<file path="config.mk">
export PLATFORM = sky130hd
export DESIGN_NAME = fft_stage_sequencer_flat
export DESIGN_NICKNAME = d
export VERILOG_FILES = /design/src/rtl/fft_stage_sequencer_if.sv /design/src/rtl/fft_stage_sequencer.sv /design/src/flat_wrapper.sv
export SDC_FILE = /design/constraint.sdc
export NUM_CORES = 1
export LEC_CHECK = 0
export CAP_MARGIN = 15
export CORE_MARGIN = 5
export CORE_UTILIZATION = 58
export DETAILED_ROUTE_END_ITERATION = 10
export GPL_TIMING_DRIVEN = 0
export PLACE_DENSITY = 0.85
export SLEW_MARGIN = 20
export SYNTH_ARGS = -nofsm -noshare
export SYNTH_HDL_FRONTEND = slang
export SYNTH_SLANG_ARGS = --single-unit
</file>
<file path="constraint.sdc">
create_clock -name clk -period 5.7 [get_ports clk]
set_input_delay 0.855 -clock clk [delete_from_list [all_inputs] [get_ports clk]]
set_output_delay 0.855 -clock clk [all_outputs]
set_load 0.005 [all_outputs]
</file>
<file path="src/rtl/fft_stage_sequencer_if.sv">
// Handshake and address bundle between the FFT stage sequencer and the
// sample RAM, twiddle ROM and butterfly datapath it controls.
interface fft_stage_sequencer_if #(
    parameter int unsigned LOG2N = 4
);
    logic             start;
    logic             busy;
    logic             done;
    logic [LOG2N-1:0] stage;
    logic             rd_en;
    logic [LOG2N-1:0] rd_addr_a;
    logic [LOG2N-1:0] rd_addr_b;
    logic [LOG2N-2:0] tw_addr;
    logic             bf_en;
    logic             wr_en;
    logic [LOG2N-1:0] wr_addr_a;
    logic [LOG2N-1:0] wr_addr_b;

    modport master (
        input  start,
        output busy, done, stage,
        output rd_en, rd_addr_a, rd_addr_b, tw_addr,
        output bf_en, wr_en, wr_addr_a, wr_addr_b
    );

    modport slave (
        output start,
        input  busy, done, stage,
        input  rd_en, rd_addr_a, rd_addr_b, tw_addr,
        input  bf_en, wr_en, wr_addr_a, wr_addr_b
    );
endinterface

</file>
<file path="src/rtl/fft_stage_sequencer.sv">
// In-place radix-2 DIT FFT controller: walks LOG2N stages issuing one butterfly
// per cycle, with a 2-cycle drain between stages and a 2-deep write-back pipeline.
module fft_stage_sequencer #(
    parameter int unsigned LOG2N = 4
) (
    input  logic                  clk,
    input  logic                  rst,
    fft_stage_sequencer_if.master bus
);
    localparam int unsigned KW = LOG2N - 1;
    localparam logic [KW-1:0]    KLast     = {KW{1'b1}};
    localparam logic [KW-1:0]    KOne      = KW'(1);
    localparam logic [LOG2N-1:0] One       = LOG2N'(1);
    localparam logic [LOG2N-1:0] StageLast = LOG2N'(LOG2N - 1);

    typedef enum logic [1:0] {StIdle, StRun, StDrain} state_e;

    state_e           state_q, state_d;
    logic [LOG2N-1:0] stage_q, stage_d;
    logic [KW-1:0]    k_q, k_d;
    logic             drain_q, drain_d;
    logic             done_q, done_d;

    logic             rd_en_q, rd_en_d;
    logic [LOG2N-1:0] rd_a_q, rd_a_d;
    logic [LOG2N-1:0] rd_b_q, rd_b_d;
    logic [KW-1:0]    tw_q, tw_d;

    logic             bf_en_q, wr_en_q;
    logic [LOG2N-1:0] mid_a_q, mid_b_q;
    logic [LOG2N-1:0] wr_a_q, wr_b_q;

    // Butterfly to issue this cycle; addresses are registered so they line up with rd_en.
    logic             issue;
    logic [LOG2N-1:0] iss_stage;
    logic [KW-1:0]    iss_k;

    logic [LOG2N-1:0] kx, half, pos, grp, addr_a, tw_full;

    always_comb begin
        state_d   = state_q;
        stage_d   = stage_q;
        k_d       = k_q;
        drain_d   = drain_q;
        done_d    = 1'b0;
        issue     = 1'b0;
        iss_stage = stage_q;
        iss_k     = k_q;

        unique case (state_q)
            StIdle: begin
                if (bus.start) begin
                    state_d   = StRun;
                    issue     = 1'b1;
                    iss_stage = '0;
                    iss_k     = '0;
                end
            end
            StRun: begin
                if (k_q == KLast) begin
                    state_d = StDrain;
                    drain_d = 1'b0;
                end else begin
                    issue = 1'b1;
                    iss_k = k_q + KOne;
                end
            end
            StDrain: begin
                if (!drain_q) begin
                    drain_d = 1'b1;
                end else if (stage_q != StageLast) begin
                    state_d   = StRun;
                    issue     = 1'b1;
                    iss_stage = stage_q + One;
                    iss_k     = '0;
                end else begin
                    state_d = StIdle;
                    done_d  = 1'b1;
                end
            end
            default: state_d = StIdle;
        endcase

        if (issue) begin
            stage_d = iss_stage;
            k_d     = iss_k;
        end
    end

    // half = 2^s, pos = k mod half, group = k >> s; A = group*2*half + pos, B = A + half.
    always_comb begin
        kx      = {1'b0, iss_k};
        half    = One << iss_stage;
        pos     = kx & (half - One);
        grp     = kx >> iss_stage;
        addr_a  = (grp << (iss_stage + One)) | pos;
        tw_full = pos << (StageLast - iss_stage);

        rd_en_d = issue;
        rd_a_d  = rd_a_q;
        rd_b_d  = rd_b_q;
        tw_d    = tw_q;
        if (issue) begin
            rd_a_d = addr_a;
            rd_b_d = addr_a + half;
            tw_d   = tw_full[KW-1:0];
        end
    end

    always_ff @(posedge clk) begin
        if (rst) begin
            state_q <= StIdle;
            stage_q <= '0;
            k_q     <= '0;
            drain_q <= 1'b0;
            done_q  <= 1'b0;
            rd_en_q <= 1'b0;
            rd_a_q  <= '0;
            rd_b_q  <= '0;
            tw_q    <= '0;
        end else begin
            state_q <= state_d;
            stage_q <= stage_d;
            k_q     <= k_d;
            drain_q <= drain_d;
            done_q  <= done_d;
            rd_en_q <= rd_en_d;
            rd_a_q  <= rd_a_d;
            rd_b_q  <= rd_b_d;
            tw_q    <= tw_d;
        end
    end

    // Write-back pipeline never stalls; addresses only move with their valid bit.
    always_ff @(posedge clk) begin
        if (rst) begin
            bf_en_q <= 1'b0;
            wr_en_q <= 1'b0;
            mid_a_q <= '0;
            mid_b_q <= '0;
            wr_a_q  <= '0;
            wr_b_q  <= '0;
        end else begin
            bf_en_q <= rd_en_q;
            wr_en_q <= bf_en_q;
            if (rd_en_q) begin
                mid_a_q <= rd_a_q;
                mid_b_q <= rd_b_q;
            end
            if (bf_en_q) begin
                wr_a_q <= mid_a_q;
                wr_b_q <= mid_b_q;
            end
        end
    end

    assign bus.busy      = (state_q != StIdle);
    assign bus.done      = done_q;
    assign bus.stage     = stage_q;
    assign bus.rd_en     = rd_en_q;
    assign bus.rd_addr_a = rd_a_q;
    assign bus.rd_addr_b = rd_b_q;
    assign bus.tw_addr   = tw_q;
    assign bus.bf_en     = bf_en_q;
    assign bus.wr_en     = wr_en_q;
    assign bus.wr_addr_a = wr_a_q;
    assign bus.wr_addr_b = wr_b_q;
endmodule

</file>
<file path="src/flat_wrapper.sv">
// flat-port wrapper written by rule: the top's interface ports become plain ports
module fft_stage_sequencer_flat 
#(
    parameter int unsigned LOG2N = 4
)
  (clk, rst, bus_start, bus_busy, bus_done, bus_stage, bus_rd_en, bus_rd_addr_a, bus_rd_addr_b, bus_tw_addr, bus_bf_en, bus_wr_en, bus_wr_addr_a, bus_wr_addr_b);
  fft_stage_sequencer_if #(.LOG2N(LOG2N)) bus_i ();
  input  logic clk;
  input  logic rst;
  input wire logic [$bits(bus_i.start)-1:0] bus_start;
  output wire logic [$bits(bus_i.busy)-1:0] bus_busy;
  output wire logic [$bits(bus_i.done)-1:0] bus_done;
  output wire logic [$bits(bus_i.stage)-1:0] bus_stage;
  output wire logic [$bits(bus_i.rd_en)-1:0] bus_rd_en;
  output wire logic [$bits(bus_i.rd_addr_a)-1:0] bus_rd_addr_a;
  output wire logic [$bits(bus_i.rd_addr_b)-1:0] bus_rd_addr_b;
  output wire logic [$bits(bus_i.tw_addr)-1:0] bus_tw_addr;
  output wire logic [$bits(bus_i.bf_en)-1:0] bus_bf_en;
  output wire logic [$bits(bus_i.wr_en)-1:0] bus_wr_en;
  output wire logic [$bits(bus_i.wr_addr_a)-1:0] bus_wr_addr_a;
  output wire logic [$bits(bus_i.wr_addr_b)-1:0] bus_wr_addr_b;
  assign bus_i.start = bus_start;
  assign bus_busy = bus_i.busy;
  assign bus_done = bus_i.done;
  assign bus_stage = bus_i.stage;
  assign bus_rd_en = bus_i.rd_en;
  assign bus_rd_addr_a = bus_i.rd_addr_a;
  assign bus_rd_addr_b = bus_i.rd_addr_b;
  assign bus_tw_addr = bus_i.tw_addr;
  assign bus_bf_en = bus_i.bf_en;
  assign bus_wr_en = bus_i.wr_en;
  assign bus_wr_addr_a = bus_i.wr_addr_a;
  assign bus_wr_addr_b = bus_i.wr_addr_b;
  fft_stage_sequencer #(.LOG2N(LOG2N)) u_core (.clk(clk), .rst(rst), .bus(bus_i));
endmodule
</file>
Yosys cells after proc, flatten, opt, wreduce, memory -nomap -nowiden

Cells that the tools add are included.

Flip-flop bits (word level): 41
Input bits: 3
Output and inout port bits: 28
Word-level logic and storage cells: 64

Add/sub/neg operators: 6
Equality and inequality tests: 7
Shift-type cells: 4
Mux-type cells: 22
Bitwise operators: 4
Reduce and logical (&&, ||, !) cells: 6

Operators by type and width:

| kind                                                  | number |
|---|---|
| two-way mux 3 bit                                     | 4 |
| two-way mux 4 bit                                     | 3 |
| one-hot mux 3 bit (3 select lines)                    | 1 |
| adder 4 x 1 -> 4 bit, second input constant           | 2 |
| one-hot mux 4 bit (2 select lines)                    | 1 |
| two-way mux 1 bit                                     | 7 |
| two-way mux 2 bit                                     | 3 |
| one-hot mux 2 bit (3 select lines)                    | 1 |
| adder 4 bit                                           | 1 |
| AND 3 x 4 -> 4 bit                                    | 1 |
| inequality test 2 x 1 -> 1 bit, second input constant | 2 |
| inequality test 4 x 2 -> 1 bit, second input constant | 1 |
| bitwise OR 4 bit                                      | 1 |
| nonzero test 2 bit                                    | 2 |
| left shift 1 x 4 -> 4 bit, first input constant       | 1 |
| left shift 4 x 4 -> 3 bit                             | 1 |
| left shift 4 x 4 -> 4 bit                             | 1 |
| right shift 3 x 4 -> 4 bit                            | 1 |
| subtractor 2 x 4 -> 4 bit, first input constant       | 1 |
| subtractor 4 x 1 -> 4 bit, second input constant      | 1 |
| adder 3 x 1 -> 3 bit, second input constant           | 1 |
| == test 3 bit, second input constant                  | 1 |
| one-hot mux 1 bit (3 select lines)                    | 1 |
| AND reduction 3 bit                                   | 1 |
| 8 further kinds                                       | 9 |

Longest topological paths before layout

Gate-level depths: netlist of the first run.

Word-level depth: 9
Gate-level depth with buffers: 16
Mapped depth without buffers: 15

Worst setup path before layout of the first run

No wires, ideal clock.

Path kind: input -> register
Start point: input bus_start
End point: register u_core.rd_b_q[3] (netlist: u_core.bus.rd_addr_b[3])
Library setup time: 103 ps
Arrival time: 3853 ps
Required time: 5597 ps
Slack: 1743 ps
Stages: 14
Buffers on the path: 2
Path through: or3b_2 > nand2_1 > o21ai_2 > buf_4 > ha_1 > clkbuf_1 > a2111o_1 > o22ai_1 > ha_1 > a21o_1 > a21oi_1 > xor2_1 > nor4_1 > a2111oi_2

Cells in the longest elaborated chain, start to end: 7
Elaborated cells on any way between the ends: 14
Those cells by class: add/sub (3); shift (3); mux (6); bitwise (2)

Ends and longest elaborated chain:

| item                                                         | line                       | text |
|---|---|---|
| start: declaration                                           | flat_wrapper.sv:10         | `input wire logic [$bits(bus_i.start)-1:0] bus_start;` |
| two-way mux 4 bit (*)                                        | fft_stage_sequencer.sv:52  | `if (bus.start) begin` |
| one-hot mux 4 bit (2 select lines) (*)                       | fft_stage_sequencer.sv:50  | `unique case (state_q)` |
| net u_core.iss_stage[0]                                      | fft_stage_sequencer.sv:35  | `logic [LOG2N-1:0] iss_stage;` |
| branches (longest 3 deep; another with adder 4 x 1 -> 4 bit) | n/a                        |  |
| bitwise OR 4 bit (*)                                         | fft_stage_sequencer.sv:96  | `addr_a = (grp << (iss_stage + One)) \| pos;` |
| net u_core.addr_a[1]                                         | fft_stage_sequencer.sv:38  | `logic [LOG2N-1:0] kx, half, pos, grp, addr_a, tw_full;` |
| adder 4 bit (*)                                              | fft_stage_sequencer.sv:105 | `rd_b_d = addr_a + half;` |
| end signal: assignment                                       | fft_stage_sequencer.sv:129 | `rd_b_q <= rd_b_d;` |
| end: declaration                                             | fft_stage_sequencer.sv:26  | `logic [LOG2N-1:0] rd_b_q, rd_b_d;` |

Mark *: on every way through the listed nets, which the timed path passes.
A chain may end at the register's enable or synchronous reset.

Worst setup path in the final report of the first run

Same ends and word-level chain as after synthesis.

==> out/metrics.csv, run 1 <==
metric;value;unit
cts_resized;0;
rsz0062_at_grt;false;
dieWidth;70.0;µm
worst_hold_class;register to register;
power.density;203;nW/µm²
detail_route.vias_per_cell;5.76;
io_buffers;30;
io_pins;31;
numClockSinks;41;
number_of_antenna_violations_at_the_first_check_in_global_routing;0;
cts-hold-fix-buffers;0;
post-cts-setup-buffers;0;
maximum_number_of_pins_on_one_net_before_global_route_repair;14;
route.detailed.wl_per_inst;14.7;µm
irDropWorstVdd;0.000187;V
drt_wl_total;4.60;mm
via_count_of_the_first_global_routing_pass;1603;
synth_sequential_area_ratio;39.3;%
period_share;81.4;%
clk-insertion-delay-late;0.36;ns
cts_tree;done;
dr.pass1.iters;4;
maxSlewViolCount;0;
cts.htree.levels;2;
core_area;3420;µm²
timing.final.setup_violations;0;
postSynthAreaPerCell;9.11;µm²
crit_path_cell_trace;clkdlybuf4s50_1 -> or3b_2 -> nand2_1 -> o21ai_2 -> buf_4 -> ha_1 -> clkbuf_1 -> a2111o_1 -> o22ai_1 -> ha_1 -> a21o_1 -> a21oi_1 -> xor2_1 -> nor4_1 -> a2111oi_2;
nNetsFinal;277;
netlist-cell-type-count;57;
worstSetupPathType;primary input to register;
crit_path_max_incr_delay;0.54;ns
gp_congestion;0.931;
fraction_of_final_layout_cells_sized_beyond_drive_strength_1;11.2;%
initial_core_util;61.1;%
max-cap-violations;0;
cp_data_required_time;5.97;ns
startpoint_type;primary input;
grt_usage;19.6;%
status;finished clean;
num_antenna_cells;0;
clock.fmax;215;MHz
skew;0.00939;ns
std_cell_rows;21;
critical_path_peak_fanout;10;
worst_setup_path_end_kind;register;
synth_cells;229;
timing.final.crit_period;4.64;ns
ant_nets;0;
worst_path_max_delay_cell;clkdlybuf4s50_1;
synth_warnings;0;
hpwlAfterDp;3.38;mm
chipHeight;70.0;µm
postSynthRegisterBits;41;
cts.path.max_buffers;2;
wire_length_of_the_first_global_routing_pass;7.67;mm
grt.overflow.total;0;
flow.area_growth_from_synthesis;20.3;%
critical-path-top-cell-by-count;ha_1;
cp_data_arrival_time;4.91;ns
leakage;0.995;nW
fp.dieArea;4900;µm²
drt_first_iter_violations;125;
mappedNetlistArea;2090;µm²
tritoncts.num_buffers;5;
synth_ff_type;dfxtp_1;
path_clk_slew;0.13;ns
totalNegativeSetupSlack;0;ns
clockRootBuffer;clkbuf_4;
dr_total_vias;1802;
async_reset_ff_share;0;%
synth_enable_flop_cells;0;
report.final.hold_viol_count;0;
slew-limit-headroom;56.2;%
sum_of_internal_switching_and_leakage_power;0.510;mW
synthesis.nets;240;
max_slew.worst_pin.slew;0.657;ns
nFillCells;274;
detail_route.drc_violations;0;
==> registers in the layout, summed over array words and instances (netlist names), 3 cells and up <==
register and flops:
u_core.k_q 3, u_core.bus.tw_addr 3, u_core.mid_b_q 4, u_core.bus.wr_addr_b 4
u_core.bus.stage 4, u_core.mid_a_q 4, u_core.bus.rd_addr_a 4, u_core.bus.wr_addr_a 4
u_core.bus.rd_addr_b 4
==> path summary, 6_finish.rpt <==
path | cells past startpoint | to | from | slack (ns)
worst max-delay path | 15 | u_core.bus.rd_addr_b[3]$_SDFFE_PP0P_ | bus_start | 1.06
worst min-delay path | 2 | u_core.bus.tw_addr[0]$_SDFFE_PP0P_ | u_core.bus.tw_addr[0]$_SDFFE_PP0P_ | 0.46
worst max register to register | 16 | u_core.bus.rd_addr_b[3]$_SDFFE_PP0P_ | u_core.bus.stage[1]$_SDFFE_PP0P_ | 1.22
worst min register to register | 2 | u_core.bus.tw_addr[0]$_SDFFE_PP0P_ | u_core.bus.tw_addr[0]$_SDFFE_PP0P_ | 0.46
==> final cells by class <==
| cell class | instances | area (µm²) | share of cell area, % |
|---|---|---|---|
| Buffer | 13 | 70.1 | 2.79 |
| Clock buffer | 6 | 51.3 | 2.04 |
| Clock inverter | 2 | 13.8 | 0.548 |
| Inverter | 6 | 22.5 | 0.897 |
| Multi-Input combinational cell | 169 | 1170 | 46.8 |
| Sequential cell | 41 | 821 | 32.7 |
| Tap cell | 46 | 57.6 | 2.29 |
| Timing Repair Buffer | 30 | 300 | 12.0 |
==> synthesized netlist by cell type, types with 3 or more instances <==
cell type	number	area share, %
nor2_1	34	6.1
nand2_1	19	3.4
o21ai_0	3	0.72
mux2i_1	16	7.7
nand3_1	11	2.6
nand4_1	4	1.2
a21oi_1	12	2.9
dfxtp_1	41	39
ha_1	7	4.2
and3_1	3	0.90
nor4_2	3	1.8
nor2b_1	6	1.8
a21o_1	4	1.4
inv_1	4	0.72
clkbuf_1	6	1.1
a211oi_1	3	1.1
==> per-stage QoR <==
step / util [%] / cell area, µm² / hold slack (ns) / setup WS (ns) / std cells
after floorplan: - / 2090 / 0.448 / 1.74 / 229
after global placement: 71.6 / 2440 / 0.442 / 0.769 / 305
after detailed placement: 71.6 / 2440 / 0.449 / 0.721 / 305
after CTS: 73.5 / 2510 / 0.469 / 1.09 / 313
after global routing: 73.5 / 2510 / 0.492 / 0.946 / 313
final: 73.5 / 2510 / 0.463 / 1.06 / 313
==> power breakdown <==
part | internal (mW) | total (mW) | switching, mW | leakage (nW)
logic | 0.0237 | 0.0529 | 0.0292 | 0.624
clock network | 0.0602 | 0.159 | 0.0989 | 0.0382
registers | 0.293 | 0.298 | 0.00461 | 0.333
total | 0.377 | 0.510 | 0.133 | 0.995
==> per-layer routing <==
layer / global-route usage, % / vias to the layer above / share of wire [%]
li1: - / 901 / -
met1: 26.0 / 836 / 45
met2: 30.4 / 60 / 46
met3: 6.03 / 5 / 7.6
met4: 6.60 / 0 / 1.3
met5: 0 / - / 0
==> cells in the final DEF (no fill, tap or decap), drive strengths merged, types with 7 or more instances in the layout <==
cell	n
clkbuf	12
a21oi	12
dfxtp	41
nor2	34
mux2i	16
ha	7
buf	7
nand2	19
nand3	11
clkdlybuf4s50	30
==> critical path: cells and delay by family <==
kind | cells | cell delay [ns]
XOR/XNOR | 1 | 0.26
AO/OA/AOI/OAI | 6 | 1.51
adder cells (fa/ha/maj) | 2 | 0.58
buffers and inverters | 3 | 0.94
AND/OR/NAND/NOR | 3 | 0.75
==> cells by family (layout without fill, tap and decap cells) <==
family,count (synthesis),count (layout),share of synthesized area (%)
mux,16,16,7.67
buf+inv,19,57,4.44
fa+ha+maj,8,8,5.16
simple gates,98,98,24.7
flops,41,41,39.3
compound gates,43,43,16.1
xor+xnor,4,4,2.58
No activity file was read; power rests on OpenSTA's default activity.
==> run 2, diff against run 1 <==
--- a/config.mk
+++ b/config.mk
@@ -7,10 +7,10 @@
 export LEC_CHECK = 0
 export CAP_MARGIN = 15
 export CORE_MARGIN = 5
-export CORE_UTILIZATION = 58
+export CORE_UTILIZATION = 53
 export DETAILED_ROUTE_END_ITERATION = 10
 export GPL_TIMING_DRIVEN = 0
-export PLACE_DENSITY = 0.85
+export PLACE_DENSITY = 0.78
 export SLEW_MARGIN = 20
 export SYNTH_ARGS = -nofsm -noshare
 export SYNTH_HDL_FRONTEND = slang
==> constraint.sdc (replaced) <==
create_clock -name clk -period 4.6 [get_ports clk]
set_input_delay 0.69 -clock clk [delete_from_list [all_inputs] [get_ports clk]]
set_output_delay 0.69 -clock clk [all_outputs]
set_load 0.005 [all_outputs]
==> out/metrics.csv, run 2 (synthesized netlist as in run 1, its figures left out) <==
metric;value;unit;change
status;finished clean;;
swShare;22.4;%;-3.6 points
clock_power_share;40.7;%;+9.5 points
path_clk_slew;0.07;ns;-0.06 ns
period_share;94.9;%;
grt.met1_usage;26.1;%;+0.10 points
via_count_of_the_first_global_routing_pass;1602;;-0.062%
final_core_utilization;68.6;%;-4.8 points
seqPwrFrac;50.2;%;-8.2 points
place_area;2450;µm²;+0.10%
route.detailed.wl_per_inst;14.9;µm;+1.2%
power_switching;0.165;mW;+24%
critical_path_peak_fanout;10;;unchanged
leakage;1.02;nW;+2.1%
wire_length_of_the_first_global_routing_pass;7.58;mm;-1.3%
most-common-layout-cells;dfxtp_1, nor2_1, clkdlybuf4s50_1;;
core_area;3740;µm²;+9.6%
critPathTopFamily;compound AO/OA/AOI/OAI gates;;
detail_route.vias_per_cell;5.57;;-3.2%
report.final.hold_viol_count;0;;unchanged
globalRouteMet2Util;28.5;%;-2.0 points
finalInstanceArea;2570;µm²;+2.4%
dr.pass1.iters;4;;unchanged
sum_of_internal_switching_and_leakage_power;0.735;mW;+44%
pwr-share-comb;9.1;%;-1.3 points
max-cap-violations;0;;unchanged
clk-insertion-delay-late;0.29;ns;-0.07 ns
initial_core_util;55.7;%;-5.4 points
hpwlAfterDp;3.40;mm;+0.77%
crit_path_max_incr_delay;0.53;ns;about the same
cp_data_arrival_time;4.56;ns;-0.35 ns
nNetsFinal;277;;unchanged
fraction_of_final_layout_cells_sized_beyond_drive_strength_1;11.2;%;unchanged
critical-path-top-cell-by-count;ha_1;;
drt_wl_total;4.68;mm;+1.9%
max_slew.worst_pin.slew;0.655;ns;-0.00176 ns
critical_path_buf_inv_count;3;;unchanged
globalRoute.busiestLayer;met2;;
irDropWorstVdd;0.000222;V;+18%
gp_congestion;0.954;;+2.5%
grt_usage;18.6;%;-1.1 points
crit_path_cell_trace;clkdlybuf4s50_1 -> or3b_2 -> nand2_1 -> o21ai_2 -> buf_4 -> ha_1 -> clkbuf_1 -> a2111o_1 -> o22ai_2 -> ha_1 -> a21o_1 -> a21oi_1 -> xor2_1 -> nor4_1 -> a2111oi_2;;
p_int;0.570;mW;+51%
tritoncts.num_buffers;5;;unchanged
clock.fmax;229;MHz;
dieWidth;72.8;µm;+4.0%
timing.final.crit_period;4.37;ns;
worst_path_max_delay_cell;clkdlybuf4s50_1;;
slew-limit-headroom;56.3;%;+0.12 points
worst_hold_class;register to register;;
io_buffers;30;;unchanged
clockRootBuffer;clkbuf_8;;
cts.htree.levels;2;;unchanged
numClockSinks;41;;unchanged
maxSlewViolCount;0;;unchanged
timing.final.setup_violations;0;;unchanged
fin_ws;0.233;ns;-0.825 ns
fp.dieArea;5290;µm²;+8.1%
worstSetupPathType;primary input to register;;
drt_first_iter_violations;148;;+18%
num_antenna_cells;0;;unchanged
grt.met3_usage;4.55;%;-1.5 points
cts_tree;done;;
final_common_cell;dfxtp_1;;
worst_setup_path_end_kind;register;;
cp_data_required_time;4.79;ns;-1.18 ns
power.density;286;nW/µm²;+41%
dr_total_vias;1755;;-2.6%
io_pins;31;;unchanged
number_of_antenna_violations_at_the_first_check_in_global_routing;0;;unchanged
ant_nets;0;;unchanged
cts.path.max_buffers;2;;unchanged
post-place-ws;-0.187;ns;-0.908 ns
flow.area_growth_from_synthesis;23.1;%;
std_cell_rows;22;;+4.8%
post-cts-setup-buffers;0;;unchanged
maximum_number_of_pins_on_one_net_before_global_route_repair;13;;-1
grt.overflow.total;0;;unchanged
chipHeight;72.8;µm;+4.0%
detail_route.drc_violations;0;;unchanged
startpoint_type;primary input;;
skew;0.00732;ns;-0.00207 ns
-- run 2: cell types whose count changed in the layout (fill, tap and decap cells not counted), sizes merged --
cell    delta
clkinv     -2
bufinv     +1
clkbuf     +1
-- run 2: final timing paths --
| kind | from | endpoint | slack, ns | depth (start not counted) |
|---|---|---|---|---|
| worst max-delay path | bus_start | u_core.bus.rd_addr_b[3]$_SDFFE_PP0P_ | 0.23 | 15 |
| worst min-delay path | u_core.bus.tw_addr[1]$_SDFFE_PP0P_ | u_core.bus.tw_addr[1]$_SDFFE_PP0P_ | 0.46 | 2 |
| worst max register to register | u_core.bus.stage[0]$_SDFFE_PP0P_ | u_core.bus.rd_addr_b[3]$_SDFFE_PP0P_ | 0.33 | 16 |
| worst min register to register | u_core.bus.tw_addr[1]$_SDFFE_PP0P_ | u_core.bus.tw_addr[1]$_SDFFE_PP0P_ | 0.46 | 2 |
-- run 2: per-stage QoR --
stage	instances	hold WS [ns]	setup TNS [ns]
floorplan	229	0.448	0
global placement	307	0.443	-0.179
detailed placement	307	0.449	-0.187
CTS	315	0.463	0
global route	315	0.494	-0.00509
finish	315	0.460	0
-- run 2: power by group through the flow --
stage          sequential (mW)  combinational (mW)  clock, mW
3_3_place_gp             0.377              0.0653          0
5_1_grt                  0.370              0.0732      0.321
2_1_floorplan            0.376              0.0403          0
4_1_cts                  0.369              0.0664      0.303
3_5_place_dp             0.377              0.0660          0
6_report                 0.369              0.0668      0.299
-- run 2: per-layer routing --
metal	share of wire, %	up-vias
met3	4.4	6
met1	47	815
li1	-	899
met4	1.1	0
met5	0	-
met2	47	35
-- run 2: repair_timing --
| item | in CTS | in global routing |
|---|---|---|
| resized for setup | 0 | 1 |
| hold buffers | 0 | 0 |
| endpoints found under the setup margin | 0 | 1 |
| hold endpoints to repair | 0 | 0 |
-- run 2: worst min-delay path: cells and delay by family (launching register included) --
| family | cells | cell delay [ns] |
|---|---|---|
| flip-flops | 1 | 0.31 |
| AND/OR/NAND/NOR | 1 | 0.05 |
| AO/OA/AOI/OAI | 1 | 0.05 |
-- run 2: cell type report --
class / instances / area [µm²]
tap: 48 / 60.1
buffer: 13 / 70.1
multi-input combinational: 169 / 1180
clock buffer: 7 / 86.3
inverter: 6 / 22.5
clock inverter: 1 / 30.0
timing repair buffer: 30 / 300
sequential: 41 / 821
fill: 302 / 1170
==> run 3, diff against run 2 <==
--- a/config.mk
+++ b/config.mk
@@ -10,6 +10,7 @@
 export CORE_UTILIZATION = 53
 export DETAILED_ROUTE_END_ITERATION = 10
 export GPL_TIMING_DRIVEN = 0
+export MAX_ROUTING_LAYER = met4
 export PLACE_DENSITY = 0.78
 export SLEW_MARGIN = 20
 export SYNTH_ARGS = -nofsm -noshare
==> out/metrics.csv, run 3 (synthesized netlist as in run 1, its figures left out) <==
metric;value;unit;change
status;finished clean;;
drt_first_iter_violations;174;;+18%
crit_path_cell_trace;clkdlybuf4s50_1 -> or3b_2 -> nand2_1 -> o21ai_2 -> buf_4 -> ha_1 -> clkbuf_1 -> a2111o_1 -> o22ai_2 -> ha_1 -> a21o_1 -> a21oi_1 -> xor2_1 -> nor4_1 -> a2111oi_2;;
cts_tree;done;;
ant_nets;0;;unchanged
io_buffers;30;;unchanged
max-cap-violations;0;;unchanged
grt.overflow.total;0;;unchanged
slew-limit-headroom;57.1;%;+0.79 points
dr_total_vias;1777;;+1.3%
critPathTopFamily;compound AO/OA/AOI/OAI gates;;
pwr-share-comb;9.0;%;about the same
finalInstanceArea;2570;µm²;+0.15%
cts.path.max_buffers;2;;unchanged
number_of_antenna_violations_at_the_first_check_in_global_routing;0;;unchanged
worstSetupPathType;primary input to register;;
power.density;287;nW/µm²;+0.38%
final_cell_count_without_fillers;315;;unchanged
chipHeight;72.8;µm;unchanged
dieWidth;72.8;µm;unchanged
post-place-ws;-0.231;ns;-0.0440 ns
timing.final.setup_violations;0;;unchanged
worst_hold_class;register to register;;
most-common-layout-cells;dfxtp_1, nor2_1, clkdlybuf4s50_1;;
place_area;2450;µm²;unchanged
maxSlewViolCount;0;;unchanged
cts.htree.levels;2;;unchanged
leakage;1.02;nW;-0.10%
worst_path_max_delay_cell;clkdlybuf4s50_1;;
critical-path-top-cell-by-count;ha_1;;
max_slew.worst_pin.slew;0.643;ns;-0.0119 ns
timing.final.crit_period;4.39;ns;+0.0185 ns
nNetsFinal;277;;unchanged
cts-hold-fix-buffers;0;;unchanged
tritoncts.num_buffers;5;;unchanged
startpoint_type;primary input;;
irDropWorstVdd;0.000306;V;+38%
hpwlAfterDp;3.44;mm;+0.99%
grt_usage;19.3;%;+0.72 points
power_switching;0.169;mW;+2.7%
crit_path_max_incr_delay;0.54;ns;about the same
numClockSinks;41;;unchanged
period_share;95.3;%;+0.40 points
reg2regPathDepth;16;;unchanged
wire_length_of_the_first_global_routing_pass;7.76;mm;+2.5%
cp_data_required_time;4.80;ns;about the same
flow.area_growth_from_synthesis;23.3;%;
seqPwrFrac;49.9;%;-0.3 points
skew;0.00705;ns;-0.000274 ns
worst_setup_path_end_kind;register;;
gp_congestion;0.961;;+0.71%
fin_ws;0.214;ns;-0.0185 ns
route.detailed.wl_per_inst;14.9;µm;+0.19%
swShare;22.9;%;+0.49 points
via_count_of_the_first_global_routing_pass;1629;;+1.7%
io_pins;31;;unchanged
core_area;3740;µm²;unchanged
report.final.hold_viol_count;0;;unchanged
initial_core_util;55.7;%;unchanged
critical_path_peak_fanout;10;;unchanged
hold_path_depth;2;;unchanged
clk-insertion-delay-late;0.30;ns;about the same
cp_data_arrival_time;4.59;ns;+0.03 ns
final_common_cell;dfxtp_1;;
maximum_number_of_pins_on_one_net_before_global_route_repair;14;;+1
p_int;0.569;mW;about the same
detail_route.drc_violations;0;;unchanged
drt_wl_total;4.69;mm;+0.19%
clockRootBuffer;clkbuf_8;;
critical_path_buf_inv_count;3;;unchanged
sum_of_internal_switching_and_leakage_power;0.739;mW;+0.53%
dp.cells;307;;unchanged
num_antenna_cells;0;;unchanged
worstSetupPathDepth;15;;unchanged
fp.dieArea;5290;µm²;unchanged
std_cell_rows;22;;unchanged
dr.pass1.iters;4;;unchanged
detail_route.vias_per_cell;5.64;;+1.3%
path_clk_slew;0.08;ns;about the same
fraction_of_final_layout_cells_sized_beyond_drive_strength_1;11.6;%;+0.37 points
nFillCells;323;;+7.0%
clock.fmax;228;MHz;-0.42%
hold_ws;0.458;ns;-0.00150 ns
rsz0062_at_grt;false;;
clock_power_share;41.1;%;+0.4 points
run 3: cell count changes in the layout (fill, tap and decap cells not counted), sizes merged:
cell	previous run	this run
clkbuf	13	12
clkinvlp	0	1
run 3: per-stage QoR:
stage / TNS (ns) / utilization (%)
5_1_grt: 0 / 68.8
3_3_place_gp: -0.181 / 65.4
4_1_cts: 0 / 68.6
6_report: 0 / 68.8
2_1_floorplan: 0 / -
3_5_place_dp: -0.231 / 65.4
run 3: final cells by class:
class | instances | area (µm²) | area share (%)
plain buffers | 13 | 70.1 | 2.72
clock buffers | 6 | 82.6 | 3.21
clock inverters | 2 | 37.5 | 1.46
inverters | 6 | 22.5 | 0.875
multi-input cells | 169 | 1180 | 45.8
flip-flops and latches | 41 | 821 | 31.9
well taps | 48 | 60.1 | 2.33
repair buffers | 30 | 300 | 11.7
run 3: path summary, 6_finish.rpt:
kind,startpoint,to,slack (ns)
hold reg to reg,u_core.bus.tw_addr[1]$_SDFFE_PP0P_,u_core.bus.tw_addr[1]$_SDFFE_PP0P_,0.46
hold / removal,u_core.bus.tw_addr[1]$_SDFFE_PP0P_,u_core.bus.tw_addr[1]$_SDFFE_PP0P_,0.46
setup / recovery,bus_start,u_core.bus.rd_addr_b[3]$_SDFFE_PP0P_,0.21
setup reg to reg,u_core.bus.stage[0]$_SDFFE_PP0P_,u_core.bus.rd_addr_b[3]$_SDFFE_PP0P_,0.29
run 3: power by group through the flow:
stage	clock (mW)	combinational (mW)	sequential [mW]
finish	0.304	0.0664	0.369
floorplan	0	0.0403	0.376
detailed placement	0	0.0664	0.377
CTS	0.305	0.0666	0.369
global placement	0	0.0654	0.377
global route	0.325	0.0729	0.370
run 3: worst register-to-register path: stages (launching register included):
cell and delay (ns):
dfxtp_1 0.45, ha_1 0.21, or3b_4 0.42, and2_4 0.16, buf_6 0.13, o21ai_2 0.26
buf_4 0.24, ha_1 0.25, clkbuf_1 0.21, a2111o_1 0.39, o22ai_2 0.22, ha_1 0.29
a21o_1 0.16, a21oi_1 0.16, xor2_1 0.24, nor4_1 0.09, a2111oi_2 0.35
run 3: what timing repair did:
action / CTS / global route
buffers inserted: 0 / 0
gates resized for setup: 0 / 1
setup endpoints to repair: 0 / 1
run 3: metal layers:
| metal | vias to the layer above | routed length (µm) | GRT usage [%] |
|---|---|---|---|
| li1 | 899 | - | - |
| met1 | 829 | 2180 | 26.2 |
| met2 | 42 | 2200 | 28.8 |
| met3 | 7 | 256 | 5.51 |
| met4 | 0 | 49 | 3.69 |
| met5 | - | 0 | - |
